==> config.mk <==
export PLATFORM = sky130hd
export DESIGN_NAME = tiny_mem_arbiter_flat
export DESIGN_NICKNAME = d
export VERILOG_FILES = /design/src/rtl/tiny_risc_v_pkg.sv /design/src/rtl/tiny_mem_arbiter_if.sv /design/src/rtl/tiny_mem_arbiter_rr_arb2.sv /design/src/rtl/tiny_mem_arbiter.sv /design/src/flat_wrapper.sv
export SDC_FILE = /design/constraint.sdc
export NUM_CORES = 1
export LEC_CHECK = 0
export ABC_AREA = 1
export CAP_MARGIN = 25
export CORE_UTILIZATION = 36
export DETAILED_ROUTE_END_ITERATION = 7
export GPL_TIMING_DRIVEN = 1
export PLACE_DENSITY = 0.81
export SLEW_MARGIN = 10
export SYNTH_ARGS = -nofsm -noshare
export SYNTH_HDL_FRONTEND = slang
export SYNTH_HIERARCHICAL = 1
export SYNTH_SLANG_ARGS = --single-unit
==> constraint.sdc <==
create_clock -name clock -period 2.6 [get_ports clock]
set_clock_uncertainty 0.2 [all_clocks]
set_input_delay 0.52 -clock clock [delete_from_list [all_inputs] [get_ports clock]]
set_output_delay 0.52 -clock clock [all_outputs]
set_load 0.02 [all_outputs]
==> src/rtl/tiny_risc_v_pkg.sv <==
// Shared constants and types for the tiny_risc_v memory sequencer.
package tiny_risc_v_pkg;

  localparam int unsigned ADDR_W = 8;
  localparam int unsigned DATA_W = 32;

  // Requester IDs; also used as bit positions in the request/grant vectors
  localparam logic PORT_IF = 1'b0;
  localparam logic PORT_D  = 1'b1;

  // Latency counter width; holds RD_LAT values 1..3
  localparam int unsigned CNT_W = 2;

  typedef enum logic {
    IDLE,
    RD_WAIT
  } arb_state_t;

endpackage

==> src/rtl/tiny_mem_arbiter_if.sv <==
// Requester and RAM-side signal bundle for tiny_mem_arbiter.
interface tiny_mem_arbiter_if
  import tiny_risc_v_pkg::*;
  ();

  // fetch port
  logic              if_req;
  logic [ADDR_W-1:0] if_addr;
  logic              if_gnt;
  logic              if_rvalid;
  logic [DATA_W-1:0] if_rdata;

  // data port
  logic              d_req;
  logic              d_we;
  logic [ADDR_W-1:0] d_addr;
  logic [DATA_W-1:0] d_wdata;
  logic              d_gnt;
  logic              d_rvalid;
  logic [DATA_W-1:0] d_rdata;

  // RAM pins
  logic [ADDR_W-1:0] address;
  logic [DATA_W-1:0] data;
  logic              wren;
  logic [DATA_W-1:0] q;

  // Arbiter side
  modport slave (
    input  if_req, if_addr, d_req, d_we, d_addr, d_wdata, q,
    output if_gnt, if_rvalid, if_rdata, d_gnt, d_rvalid, d_rdata,
    output address, data, wren
  );

  // Core + RAM side
  modport master (
    output if_req, if_addr, d_req, d_we, d_addr, d_wdata, q,
    input  if_gnt, if_rvalid, if_rdata, d_gnt, d_rvalid, d_rdata,
    input  address, data, wren
  );

endinterface

==> src/rtl/tiny_mem_arbiter_rr_arb2.sv <==
// Two-request round-robin picker; owns the last-granted pointer.
module rr_arb2
  import tiny_risc_v_pkg::*;
(
  input  logic       clock,
  input  logic       rst,
  input  logic [1:0] req,
  input  logic       adv,
  output logic [1:0] gnt
);

  logic last_q;
  logic last_d;

  // Pick a winner when allowed to advance; on a tie the port not granted last wins
  always_comb begin
    gnt    = 2'b00;
    last_d = last_q;
    if (adv) begin
      if (req == 2'b11) begin
        if (last_q == PORT_IF) gnt[PORT_D] = 1'b1;
        else                   gnt[PORT_IF] = 1'b1;
      end else begin
        gnt = req;
      end
    end
    if (gnt[PORT_D])       last_d = PORT_D;
    else if (gnt[PORT_IF]) last_d = PORT_IF;
  end

  // Pointer register; reset favours data on the first tie
  always_ff @(posedge clock) begin
    if (rst) last_q <= PORT_IF;
    else     last_q <= last_d;
  end

endmodule

==> src/rtl/tiny_mem_arbiter.sv <==
// Shares one single-port synchronous RAM between a fetch port and a data port.
module tiny_mem_arbiter
  import tiny_risc_v_pkg::*;
#(
  parameter int unsigned ADDR_W = tiny_risc_v_pkg::ADDR_W,
  parameter int unsigned DATA_W = tiny_risc_v_pkg::DATA_W,
  parameter int unsigned RD_LAT = 1
) (
  input  logic               clock,
  input  logic               rst,
  tiny_mem_arbiter_if.slave  bus
);

  arb_state_t        state_q, state_d;
  logic [CNT_W-1:0]  cnt_q, cnt_d;
  logic              owner_q, owner_d;
  logic              if_rvalid_q, if_rvalid_d;
  logic              d_rvalid_q, d_rvalid_d;
  logic [DATA_W-1:0] if_rdata_q, if_rdata_d;
  logic [DATA_W-1:0] d_rdata_q, d_rdata_d;

  logic [1:0]        req;
  logic [1:0]        gnt;
  logic              adv;
  logic [ADDR_W-1:0] addr_c;
  logic [DATA_W-1:0] data_c;
  logic              wren_c;

  assign req = {bus.d_req, bus.if_req};
  assign adv = (state_q == IDLE);

  rr_arb2 u_arb (
    .clock (clock),
    .rst   (rst),
    .req   (req),
    .adv   (adv),
    .gnt   (gnt)
  );

  // Next state, RAM muxing and read-data capture
  always_comb begin
    state_d     = state_q;
    cnt_d       = cnt_q;
    owner_d     = owner_q;
    if_rvalid_d = 1'b0;
    d_rvalid_d  = 1'b0;
    if_rdata_d  = if_rdata_q;
    d_rdata_d   = d_rdata_q;
    addr_c      = '0;
    data_c      = '0;
    wren_c      = 1'b0;
    case (state_q)
      IDLE: begin
        if (gnt[PORT_D]) begin
          addr_c = bus.d_addr;
          data_c = bus.d_wdata;
          if (bus.d_we) begin
            wren_c = 1'b1;
          end else begin
            state_d = RD_WAIT;
            owner_d = PORT_D;
            cnt_d   = CNT_W'(RD_LAT);
          end
        end else if (gnt[PORT_IF]) begin
          addr_c  = bus.if_addr;
          state_d = RD_WAIT;
          owner_d = PORT_IF;
          cnt_d   = CNT_W'(RD_LAT);
        end
      end
      RD_WAIT: begin
        cnt_d = cnt_q - CNT_W'(1);
        // q is valid in the cycle the counter reads 1
        if (cnt_q == CNT_W'(1)) begin
          state_d = IDLE;
          if (owner_q == PORT_D) begin
            d_rdata_d  = bus.q;
            d_rvalid_d = 1'b1;
          end else begin
            if_rdata_d  = bus.q;
            if_rvalid_d = 1'b1;
          end
        end
      end
    endcase
  end

  // State, counter, owner and read-data registers
  always_ff @(posedge clock) begin
    if (rst) begin
      state_q     <= IDLE;
      cnt_q       <= '0;
      owner_q     <= PORT_IF;
      if_rvalid_q <= 1'b0;
      d_rvalid_q  <= 1'b0;
      if_rdata_q  <= '0;
      d_rdata_q   <= '0;
    end else begin
      state_q     <= state_d;
      cnt_q       <= cnt_d;
      owner_q     <= owner_d;
      if_rvalid_q <= if_rvalid_d;
      d_rvalid_q  <= d_rvalid_d;
      if_rdata_q  <= if_rdata_d;
      d_rdata_q   <= d_rdata_d;
    end
  end

  assign bus.if_gnt    = gnt[PORT_IF];
  assign bus.d_gnt     = gnt[PORT_D];
  assign bus.address   = addr_c;
  assign bus.data      = data_c;
  assign bus.wren      = wren_c;
  assign bus.if_rvalid = if_rvalid_q;
  assign bus.if_rdata  = if_rdata_q;
  assign bus.d_rvalid  = d_rvalid_q;
  assign bus.d_rdata   = d_rdata_q;

endmodule

==> src/flat_wrapper.sv <==
// flat-port wrapper written by rule: the top's interface ports become plain ports
module tiny_mem_arbiter_flat import tiny_risc_v_pkg::*;
#(
  parameter int unsigned ADDR_W = tiny_risc_v_pkg::ADDR_W,
  parameter int unsigned DATA_W = tiny_risc_v_pkg::DATA_W,
  parameter int unsigned RD_LAT = 1
)
  (clock, rst, bus_if_req, bus_if_addr, bus_d_req, bus_d_we, bus_d_addr, bus_d_wdata, bus_q, bus_if_gnt, bus_if_rvalid, bus_if_rdata, bus_d_gnt, bus_d_rvalid, bus_d_rdata, bus_address, bus_data, bus_wren);
  tiny_mem_arbiter_if bus_i ();
  input  logic clock;
  input  logic rst;
  input wire logic [$bits(bus_i.if_req)-1:0] bus_if_req;
  input wire logic [$bits(bus_i.if_addr)-1:0] bus_if_addr;
  input wire logic [$bits(bus_i.d_req)-1:0] bus_d_req;
  input wire logic [$bits(bus_i.d_we)-1:0] bus_d_we;
  input wire logic [$bits(bus_i.d_addr)-1:0] bus_d_addr;
  input wire logic [$bits(bus_i.d_wdata)-1:0] bus_d_wdata;
  input wire logic [$bits(bus_i.q)-1:0] bus_q;
  output wire logic [$bits(bus_i.if_gnt)-1:0] bus_if_gnt;
  output wire logic [$bits(bus_i.if_rvalid)-1:0] bus_if_rvalid;
  output wire logic [$bits(bus_i.if_rdata)-1:0] bus_if_rdata;
  output wire logic [$bits(bus_i.d_gnt)-1:0] bus_d_gnt;
  output wire logic [$bits(bus_i.d_rvalid)-1:0] bus_d_rvalid;
  output wire logic [$bits(bus_i.d_rdata)-1:0] bus_d_rdata;
  output wire logic [$bits(bus_i.address)-1:0] bus_address;
  output wire logic [$bits(bus_i.data)-1:0] bus_data;
  output wire logic [$bits(bus_i.wren)-1:0] bus_wren;
  assign bus_i.if_req = bus_if_req;
  assign bus_i.if_addr = bus_if_addr;
  assign bus_i.d_req = bus_d_req;
  assign bus_i.d_we = bus_d_we;
  assign bus_i.d_addr = bus_d_addr;
  assign bus_i.d_wdata = bus_d_wdata;
  assign bus_i.q = bus_q;
  assign bus_if_gnt = bus_i.if_gnt;
  assign bus_if_rvalid = bus_i.if_rvalid;
  assign bus_if_rdata = bus_i.if_rdata;
  assign bus_d_gnt = bus_i.d_gnt;
  assign bus_d_rvalid = bus_i.d_rvalid;
  assign bus_d_rdata = bus_i.d_rdata;
  assign bus_address = bus_i.address;
  assign bus_data = bus_i.data;
  assign bus_wren = bus_i.wren;
  tiny_mem_arbiter #(.ADDR_W(ADDR_W), .DATA_W(DATA_W), .RD_LAT(RD_LAT)) u_core (.clock(clock), .rst(rst), .bus(bus_i));
endmodule
# [After elaboration in Yosys (flattened, before gate mapping)]
# Index checks and enable logic that the tools add are counted.
[word_totals] out_inout_bits=109 register_bits=71 input_bits=85 word_cells=50
[op_classes] n_eq_ne=5 reduce_logical=6 n_bitwise=3 addsub=1 n_mux=27
[op_table] operator="$mux W32" n=2
[op_table] operator="$mux W8" n=3
[op_table] operator="$mux W1" n=15
[op_table] operator="$mux W2" n=5
[op_table] operator="$reduce_and A3 Y1" n=3
[op_table] operator="$pmux W2 S2" n=1
[op_table] operator="$ne A3 B1 Y1 const B" n=1
[op_table] operator="$ne A3 B3 Y1 const B" n=1
[op_table] operator="$not A1 Y1" n=3
[op_table] operator="$reduce_or A3 Y1" n=1
[op_table] operator="$eq A2 B1 Y1 const B" n=1
[op_table] operator="$eq A2 B2 Y1 const B" n=1
[op_table] operator="$ne A2 B2 Y1 const B" n=1
[op_table] operator="$pmux W1 S2" n=1
[op_table] operator="$reduce_and A2 Y1" n=1
[op_table] operator="$reduce_bool A2 Y1" n=1
[op_table] operator="$sub A2 B1 Y2 const B" n=1

# [Depth between registers and ports, before layout]
[depth] ltp_word=6 ltp_mapped=13 mapped_depth_nobuf=10

# [By module]
# The synthesis kept the hierarchy.
[modules_own_cells] mod="tiny_mem_arbiter" area_each_um2=2912.8 cells_each=412 seq_area_each_um2=1401.3 n_inst=1
[modules_own_cells] mod="rr_arb2" area_each_um2=73.8 cells_each=12 seq_area_each_um2=20.0 n_inst=1

# [Worst setup path after synthesis]
# Ideal clock, no wire load.
[synth_path] kind="reg-to-output" start="register u_core.state_q" end="output port bus_address[0]" path_stages_with_launch=7 path_buffers=1 slack_ps=37 required_ps=1880 t_arrival_ps=1843 path_cell_list="dfxtp_1 -> buf_6 -> inv_1 -> nand2_1 -> a21oi_1 -> nand3_1 -> o21ai_0"
[synth_between] elab_chain_cells=4
[synth_rtl] item="start, declared" line="tiny_mem_arbiter.sv:14" text="arb_state_t state_q, state_d;"
[synth_rtl] item="start signal, assigned" line="tiny_mem_arbiter.sv:99" text="state_q <= state_d;"
[synth_rtl] item="$mux W2" line="tiny_mem_arbiter_rr_arb2.sv:19" text="if (adv) begin"
[synth_rtl] item="via bus_if_gnt" line="flat_wrapper.sv:19" text="output wire logic [$bits(bus_i.if_gnt)-1:0] bus_if_gnt;"
[synth_rtl] item="$mux W8" line="tiny_mem_arbiter.sv:64" text="end else if (gnt[PORT_IF]) begin"
[synth_rtl] item="$mux W8" line="tiny_mem_arbiter.sv:54" text="if (gnt[PORT_D]) begin"
[synth_rtl] item="$mux W8" line="tiny_mem_arbiter.sv:52" text="case (state_q)"
[synth_rtl] item="end, declared" line="flat_wrapper.sv:25" text="output wire logic [$bits(bus_i.address)-1:0] bus_address;"
# The timed path passes the listed nets, and every way through them passes these cells.

# [Worst setup path in the final report]
[layout_path] start="input port bus_d_req" end="output port bus_data[7]"
[layout_between] elab_chain_cells=5
[layout_rtl] item="start, declared" line="flat_wrapper.sv:14" text="input wire logic [$bits(bus_i.d_req)-1:0] bus_d_req;"
[layout_rtl] item="$eq A2 B2 Y1" line="tiny_mem_arbiter_rr_arb2.sv:20" text="if (req == 2'b11) begin"
[layout_rtl] item="$mux W2 *" line="tiny_mem_arbiter_rr_arb2.sv:20"
[layout_rtl] item="$mux W2 *" line="tiny_mem_arbiter_rr_arb2.sv:19"
[layout_rtl] item="$mux W32 *" line="tiny_mem_arbiter.sv:54"
[layout_rtl] item="$mux W32 *" line="tiny_mem_arbiter.sv:52"
[layout_rtl] item="end, declared" line="flat_wrapper.sv:26" text="output wire logic [$bits(bus_i.data)-1:0] bus_data;"
# Mark *: on every way between the ends. The rest lies on a longest branch, timed or not.

==> impl_metrics.py <==
metrics = {
    "outcome": {
        "status": "finished, final reports clean",
    },
    "critical_path": {
        "required_ps": 1880,
        "crit_type": "input pin to output pin",
        "cp-start-kind": "input pin",
        "critPathMaxFanout": 32,
        "crit_start": "bus_d_req",
        "r2r_end": "u_core/bus.if_rdata[25]",
        "worstPathArrival_ps": 1800,
        "r2r_cells": 6,
        "critPathCaptureType": "output pin",
        "r2r_start": "u_core/state_q",
        "crit_end": "bus_data[7]",
        "rrSetupSlack_ps": 490,
    },
    "routing": {
        "via_count": 3469,
        "routedWlPerCell_um": 13.8,
        "drt_drc_violations_left": 0,
        "ant_nets": 0,
        "viasPerCell": 4.75,
        "drt_wl_total_um": 10100,
        "dr.pass1.iters": 4,
        "drt_iter0_drc": 128,
    },
    "logic_synthesis": {
        "synth_top_area_share_pct": 47.6,
        "ys_ff_latch": 71,
        "synth_nets": 511,
        "synth_largest_area_cell": "dfxtp_1",
        "synthesis.area_um2": 2990,
        "synth_edf_count": 0,
        "yosysWarningCount": 6,
        "synth.distinct_cells": 22,
        "async_flop_share_pct": 0,
        "synth_area_leaders": "dfxtp_1 (48%), nor2_1 (20%), o21ai_0 (7.7%)",
        "syn-instance-count": 424,
        "synth.most_common_cell": "nor2_1",
        "synth_common_cells": "nor2_1 (163), dfxtp_1 (71), nand2_1 (51)",
        "synth-main-ff-cell": "dfxtp_1",
        "ys_seq_area_share_pct": 47.6,
        "syn_avg_cell_area_um2": 7.04,
    },
    "timing": {
        "setup_viol": 0,
        "slew_violations": 0,
        "period_share_pct": 97.1,
        "fin_worst_hold_slack_ps": 276,
        "fin_setup_tns_ps": 0,
        "setup_slack_ps": 75.8,
        "relSlewSlack_pct": 58.9,
        "tightest_slew_ps": 616,
        "hold_viol_final": 0,
        "max_freq_ghz": 0.396,
        "fin_crit_ps": 2520,
    },
    "final_layout": {
        "design_area_um2": 5250,
        "postLayoutCoreUtil_pct": 66.5,
        "drive_gt1_share_pct": 15.6,
        "n_antenna_cell": 0,
        "syn_to_final_growth_pct": 75.7,
        "nets": 711,
    },
    "clock_tree": {
        "worstSkewPairLatency_ps": 340,
        "cts.clk_slew.worst_paths_ps": 70,
        "htreeDepth": 3,
        "cts_tree": "built",
        "cts_hold_buf": 0,
        "cts.sink_count": 71,
        "cts_made_buffers": 9,
        "cts_root_buf": "clkbuf_8",
        "cts_buffer_depth": 2,
    },
    "job": {
        "cap_viol_max_count": 0,
    },
    "place": {
        "post_dp_cell_area_um2": 4980,
        "pre_cts_ws_ps": -558,
        "port_buffers": 193,
        "routabilityCongestion": 0.783,
        "hpwl_um": 7160,
    },
    "global_route": {
        "gr-total-overflow": 0,
        "antenna_found_initial": 0,
        "grt_pass1_vias": 3416,
        "grt_use_total_pct": 22.9,
        "grt_start_max_net_pins": 69,
        "grt_pass1_wl_um": 15600,
    },
    "die": {
        "dieArea_um2": 8660,
        "rows": 32,
        "pin_count": 194,
        "die_h_um": 93.1,
        "die_w_um": 93.1,
        "core_area_um2": 7890,
        "start_util_pct": 37.9,
    },
    "power": {
        "vdd_drop_max_uv": 416,
        "powerDensity_nw_per_um2": 547,
        "p_leak_uw": 0.00235,
    },
    "hold_path": {
        "hold_path_class": "register to register",
        "min_from": "u_core/cnt_q[1]",
    },
}
[flip-flops by register name, summed over array words and instances (netlist names)]
| name | flops |
|---|---|
| u_core/u_arb/last_q | 1 |
| u_core/bus.if_rvalid | 1 |
| u_core/bus.if_rdata | 32 |
| u_core/bus.d_rdata | 32 |
| u_core/state_q | 1 |
| u_core/bus.d_rvalid | 1 |
| u_core/cnt_q | 2 |
| u_core/owner_q | 1 |
[placed cells by master (no fill, tap or decap), types with 5 or more instances in the layout]
cell type	Yosys	layout
buf_2	4	16
buf_4	4	20
clkbuf_8	0	11
clkdlybuf4s15_2	0	22
clkdlybuf4s50_1	0	148
dfxtp_1	71	71
inv_1	18	15
inv_2	3	5
nand2_1	51	49
nor2_1	163	163
o21ai_0	46	44
o21ai_1	27	28
[power breakdown]
part	internal [µW]	switching [µW]	total, µW
combinational	414	470	884
sequential	1160	37.4	1190
clock	394	401	796
total	1960	909	2870
[layout make-up]
cell class	count	area, µm²
tap	102	128
clock buffer	11	151
clock inverter	5	32.5
multi-input combinational	304	1350
sequential	71	1420
fill	675	2640
inverter	22	85.1
timing repair buffer	216	2090
[worst min-delay path by stage]
stage                           end  cells past startpoint
floorplan           u_core/cnt_q[1]                      2
global placement    u_core/cnt_q[1]                      2
detailed placement  u_core/cnt_q[1]                      2
CTS                 u_core/cnt_q[1]                      2
global route        u_core/cnt_q[1]                      2
finish              u_core/cnt_q[1]                      2
[through the flow]
step           total power, µW  cells
2_1_floorplan             1620    424
3_3_place_gp              2050    705
3_5_place_dp              2070    705
4_1_cts                   2870    728
5_1_grt                   3020    731
6_report                  2870    731
[cells by family (layout without fill, tap and decap cells)]
logic type                 count (synthesis)  in the layout  synth area share (%)
DFF                                       71             71                  47.6
adders and majority gates                  2              2                 0.838
and+or+nand+nor                          224            225                  29.6
AOI/OAI and AO/OA                         77             77                  13.0
buffers and inverters                     50            254                  8.97
[worst max-delay path, stage by stage]
cell and delay, ps:
dlygate4sd2_1 270, nand2_1 70, clkinv_1 50, nand2_2 60, inv_2 90, buf_4 120
buf_12 160, nand2_1 80, nor2_1 100, clkdlybuf4s15_2 270
[per-layer routing]
| metal | share of wire (%) | global-route usage (%) | up-vias |
|---|---|---|---|
| met5 | 0 | 0 | - |
| met4 | 2.1 | 10.9 | 0 |
| met3 | 9.4 | 7.32 | 19 |
| met2 | 50 | 42.4 | 142 |
| met1 | 38 | 23.0 | 1591 |
| li1 | - | - | 1717 |
[what timing repair did]
| item | CTS | global route |
|---|---|---|
| pin swaps | 2 | 0 |
| resized for setup | 153 | 19 |
| setup endpoints to repair | 42 | 39 |
| setup buffers | 6 | 3 |
| gates cloned | 1 | 0 |
Note: power is estimated with default switching activity, not from simulation.
==> RTL change 1, RTL diff (same settings) <==
Take the reset off `if_rdata_q` and `d_rdata_q` and load them in a clocked block of their own.
--- a/src/rtl/tiny_mem_arbiter.sv
+++ b/src/rtl/tiny_mem_arbiter.sv
@@ -93,17 +93,18 @@
       owner_q     <= PORT_IF;
       if_rvalid_q <= 1'b0;
       d_rvalid_q  <= 1'b0;
-      if_rdata_q  <= '0;
-      d_rdata_q   <= '0;
     end else begin
       state_q     <= state_d;
       cnt_q       <= cnt_d;
       owner_q     <= owner_d;
       if_rvalid_q <= if_rvalid_d;
       d_rvalid_q  <= d_rvalid_d;
-      if_rdata_q  <= if_rdata_d;
-      d_rdata_q   <= d_rdata_d;
     end
+  end
+
+  always_ff @(posedge clock) begin
+    if_rdata_q <= if_rdata_d;
+    d_rdata_q  <= d_rdata_d;
   end
 
   assign bus.if_gnt    = gnt[PORT_IF];
Behaviour: differs if rst is asserted again (counterexample within 4 cycles, from zero or initial values and one cycle with rst high); with rst held inactive, the same outputs for 10 cycles.
==> RTL change 1 against the unedited design <==
Non-clock buffer count decreased by 11; worst setup slack improved by 0.031 ns; largest cell class is now registers; highest routed layer unchanged; total power decreased by 0.32%; cell area decreased by 7.5%; sequential cell count unchanged; worst hold slack improved by 0.0032 ns; synthesized area decreased by 9.8%; routed wire length decreased by 25%.
==> RTL change 1: results (changes against the unedited design) <==
status: finished, final reports clean
Clock Root Buffer: clkbuf_8
Final Routed Wirelength: 7520 um (-25%)
Arr. time, crit path: 1.77 ns (-0.03 ns)
max incr delay on CP: 0.47 ns (+0.20 ns)
Post-synth EDFFs: 64 (+64)
GR Util All Layers: 0.191 (-0.0380)
Max VDD drop: 0.289 mV (-31%)
Top Family by Delay on Critical Path: buffers and inverters
dpl hpwl: 5900 um (-18%)
H-tree depth reported by CTS: 3 (unchanged)
vias in the first global route: 2230 (-35%)
RePlAce Congestion: 0.811 (+3.6%)
ANT cells: 0 (unchanged)
yosys warns: 6 (unchanged)
fraction of layout cells with a size suffix above 1: 0.191 (+0.0357)
Max FO, Critical Path: 9 (-72%)
Worst-path clk slew: 0.07 ns (about the same)
Netlist cell types: 21 (-4.5%)
Port-buffer cells: 193 (unchanged)
crit path kind: in -> out
first-pass GRT wire length: 10700 um (-31%)
FFs w/ async S/R, synth: 0 (unchanged)
DRC viols: 0 (unchanged)
TritonCTS Buffers: 9 (unchanged)
Bufs on Longest Clock Path: 2 (unchanged)
initial antenna violation count: 0 (unchanged)
Area contributors post-synth: edfxtp_1, nand2_1, dfxtp_1
postcts setup bufs: 0 (-6)
Post-Syn Nets: 298 (-42%)
1st-pass router iterations: 5 (+1)
Iteration-0 DRC Markers: 92 (-28%)
Min-Delay Path Class: reg -> reg
Slew headroom: 0.749 (+0.160)
slowest stage cell on the critical path: clkdlybuf4s50_1
clk_lat worst skew: 0.32 ns (-0.02 ns)
synth cell count leaders: edfxtp_1, nand2_1, nor2_1
Vias per Instance: 4.41 (-7.2%)
Seq/Total Area, Yosys: 0.765 (+0.289)
Pleak: 0.00196 uW (-17%)
fin nets: 506 (-29%)
largest net degree at the start of global routing: 37 (-46%)
[RTL change 1: changes by cell type after synthesis, moves of 2 or more]
cell / before / now
nand3_1: 4 / 2
inv_2: 3 / 0
buf_2: 4 / 6
clkbuf_1: 12 / 0
o21ai_1: 27 / 8
nor3_1: 1 / 3
dfxtp_1: 71 / 7
o21ai_0: 46 / 1
edfxtp_1: 0 / 64
buf_6: 8 / 1
inv_4: 0 / 2
nor2_1: 163 / 35
buf_4: 4 / 2
[RTL change 1: what timing repair did]
action,4_1_cts,5_1_grt
resized for setup,169,6
endpoints found under the setup margin,43,38
cloned,1,1
pin swaps,1,1
endpoints found under the hold margin,0,0
[RTL change 1: layout make-up]
type,instances,area [um2]
repair buffers,205,1860
flip-flops and latches,71,2060
clock buffers,9,124
well taps,99,124
multi-input cells,111,518
inverters,21,86.3
fillers,521,2400
clock inverters,6,85.1
[RTL change 1: final timing paths]
path                               startpoint                         endpoint  slack, ns  cells after the start
hold / removal    u_core/owner_q$_SDFFE_PP0P_  u_core/bus.if_rvalid$_SDFF_PP0_       0.28                      1
setup / recovery                   bus_if_req                   bus_address[0]       0.11                      8
hold reg to reg   u_core/owner_q$_SDFFE_PP0P_  u_core/bus.if_rvalid$_SDFF_PP0_       0.28                      1
setup reg to reg    u_core/state_q$_SDFF_PP0_     u_core/cnt_q[1]$_SDFFE_PP0P_       1.02                     11
[RTL change 1: cell families after synthesis]
| family | count (synthesis) | share of synthesized area |
|---|---|---|
| buffers and inverters | 30 | 0.0520 |
| DFF | 71 | 0.765 |
| adders and majority gates | 2 | 0.00928 |
| and+or+nand+nor | 95 | 0.147 |
| AOI/OAI and AO/OA | 13 | 0.0269 |
[RTL change 1: power by group]
part | total [uW] | internal [uW] | switching (uW)
sequential | 1310 | 1300 | 17.6
combinational | 643 | 293 | 351
clock | 907 | 533 | 374
[RTL change 1: per-stage QoR]
step	hold WS, ns	std cells	instance area [um2]	utilization	worst slack, ns
after floorplan	0.226	211	2700	-	-0.794
after global placement	0.254	505	4800	0.662	-0.421
after detailed placement	0.267	505	4800	0.662	-0.488
after CTS	0.283	521	4820	0.664	0.0130
after global routing	0.319	522	4860	0.669	0.0537
final	0.280	522	4860	0.669	0.107
[RTL change 1: metal layers]
layer,global-route usage,up-vias,wire (um)
met5,0,-,0
met4,0.0704,0,45
met3,0.0532,4,630
met2,0.367,138,4120
met1,0.195,1044,2730
li1,-,1114,-
==> RTL change 2, RTL diff (same flow settings) <==
Without the edit above. `CNT_W`: 2 -> 3.
--- a/src/rtl/tiny_risc_v_pkg.sv
+++ b/src/rtl/tiny_risc_v_pkg.sv
@@ -9,7 +9,7 @@
   localparam logic PORT_D  = 1'b1;
 
   // Latency counter width; holds RD_LAT values 1..3
-  localparam int unsigned CNT_W = 2;
+  localparam int unsigned CNT_W = 3;
 
   typedef enum logic {
     IDLE,
Function: no difference found for any inputs over 10 cycles, from zero or initial values and one cycle with rst high; that may be too few to reach the edited logic, so the function may still have changed.
==> RTL change 2 against the unedited design <==
Critical path depth down 7; cell area increased by 0.19%; sequential cell count increased by 1; global-route usage up 0.86 points; worst hold slack worse by 0.013 ns; worst setup slack better by 0.12 ns; routed wire length up 9.5%; total power up 0.65%; non-clock buffer count is 5 lower; synthesized area up 5.7%; maximum frequency grew 5.0%; synthesized cell count up 3.5%; die area grew 5.6%; critical endpoint is now bus_data[15]; largest cell class unchanged; largest power group unchanged.
==> RTL change 2: results (changes against the unedited design) <==
Post-Syn Nets: 526 (+2.9%)
Max VDD drop: 0.254 mV (-39%)
vias in the first global route: 3643 (+6.6%)
GR Util All Layers: 0.237 (+0.00862)
Post-CTS Resized: 142 (-7.2%)
Hold EP: u_core/bus.if_rdata[27]$_SDFFE_PP0P_
via count: 3825 (+10%)
R2R Path End: u_core/bus.d_rdata[26]$_SDFFE_PP0P_
sequential cells: 72 (+1.4%)
fin nets: 705 (-0.84%)
Pwr Density: 550 nW/um2 (+0.46%)
multi-input gates: 315 (+3.6%)
status: finished, final reports clean
Worst Tran Pin Value: 0.734 ns (+0.118 ns)
r2r setup slk: 0.34 ns (-0.15 ns)
Mapped Area: 3160 um2 (+5.7%)
CLK BUF: 12 (+1)
hold slack: 0.263 ns (-0.0131 ns)
Adder-Cell Fraction of Synth Area: 0.00792 (-0.000455)
nonclk inv count: 9 (-59%)
Pleak: 0.00198 uW (-16%)
RePlAce Congestion: 0.821 (+4.9%)
postcts setup bufs: 0 (-6)
synthesized instance count: 439 (+3.5%)
first-pass GRT wire length: 16800 um (+7.4%)
[RTL change 2: cell types whose count changed after synthesis, sizes merged, moves of 2 or more]
cell    change
nand3      +40
inv        -14
nand4      +32
nand2      +64
a21oi      +74
nor2      -129
or2         +2
clkbuf     +13
buf         +2
o21ai      -72
[RTL change 2: kinds of logic after synthesis]
kind of cell,count (synthesis)
and+or+nand+nor,233
adders and majority gates,2
DFF,72
AOI/OAI and AO/OA,80
buffers and inverters,52
[RTL change 2: layer usage]
layer | global-route usage | vias up | share of wire
met3 | 0.0470 | 31 | 0.075
li1 | - | 1829 | -
met5 | 0 | - | 0
met4 | 0.109 | 0 | 0.033
met1 | 0.268 | 1765 | 0.38
met2 | 0.427 | 200 | 0.51
[RTL change 2: worst max-delay path, stage by stage (launching register included)]
cell and delay (ns):
dfxtp_2 0.33, buf_4 0.59, nor2_1 0.11, clkdlybuf4s15_1 0.31
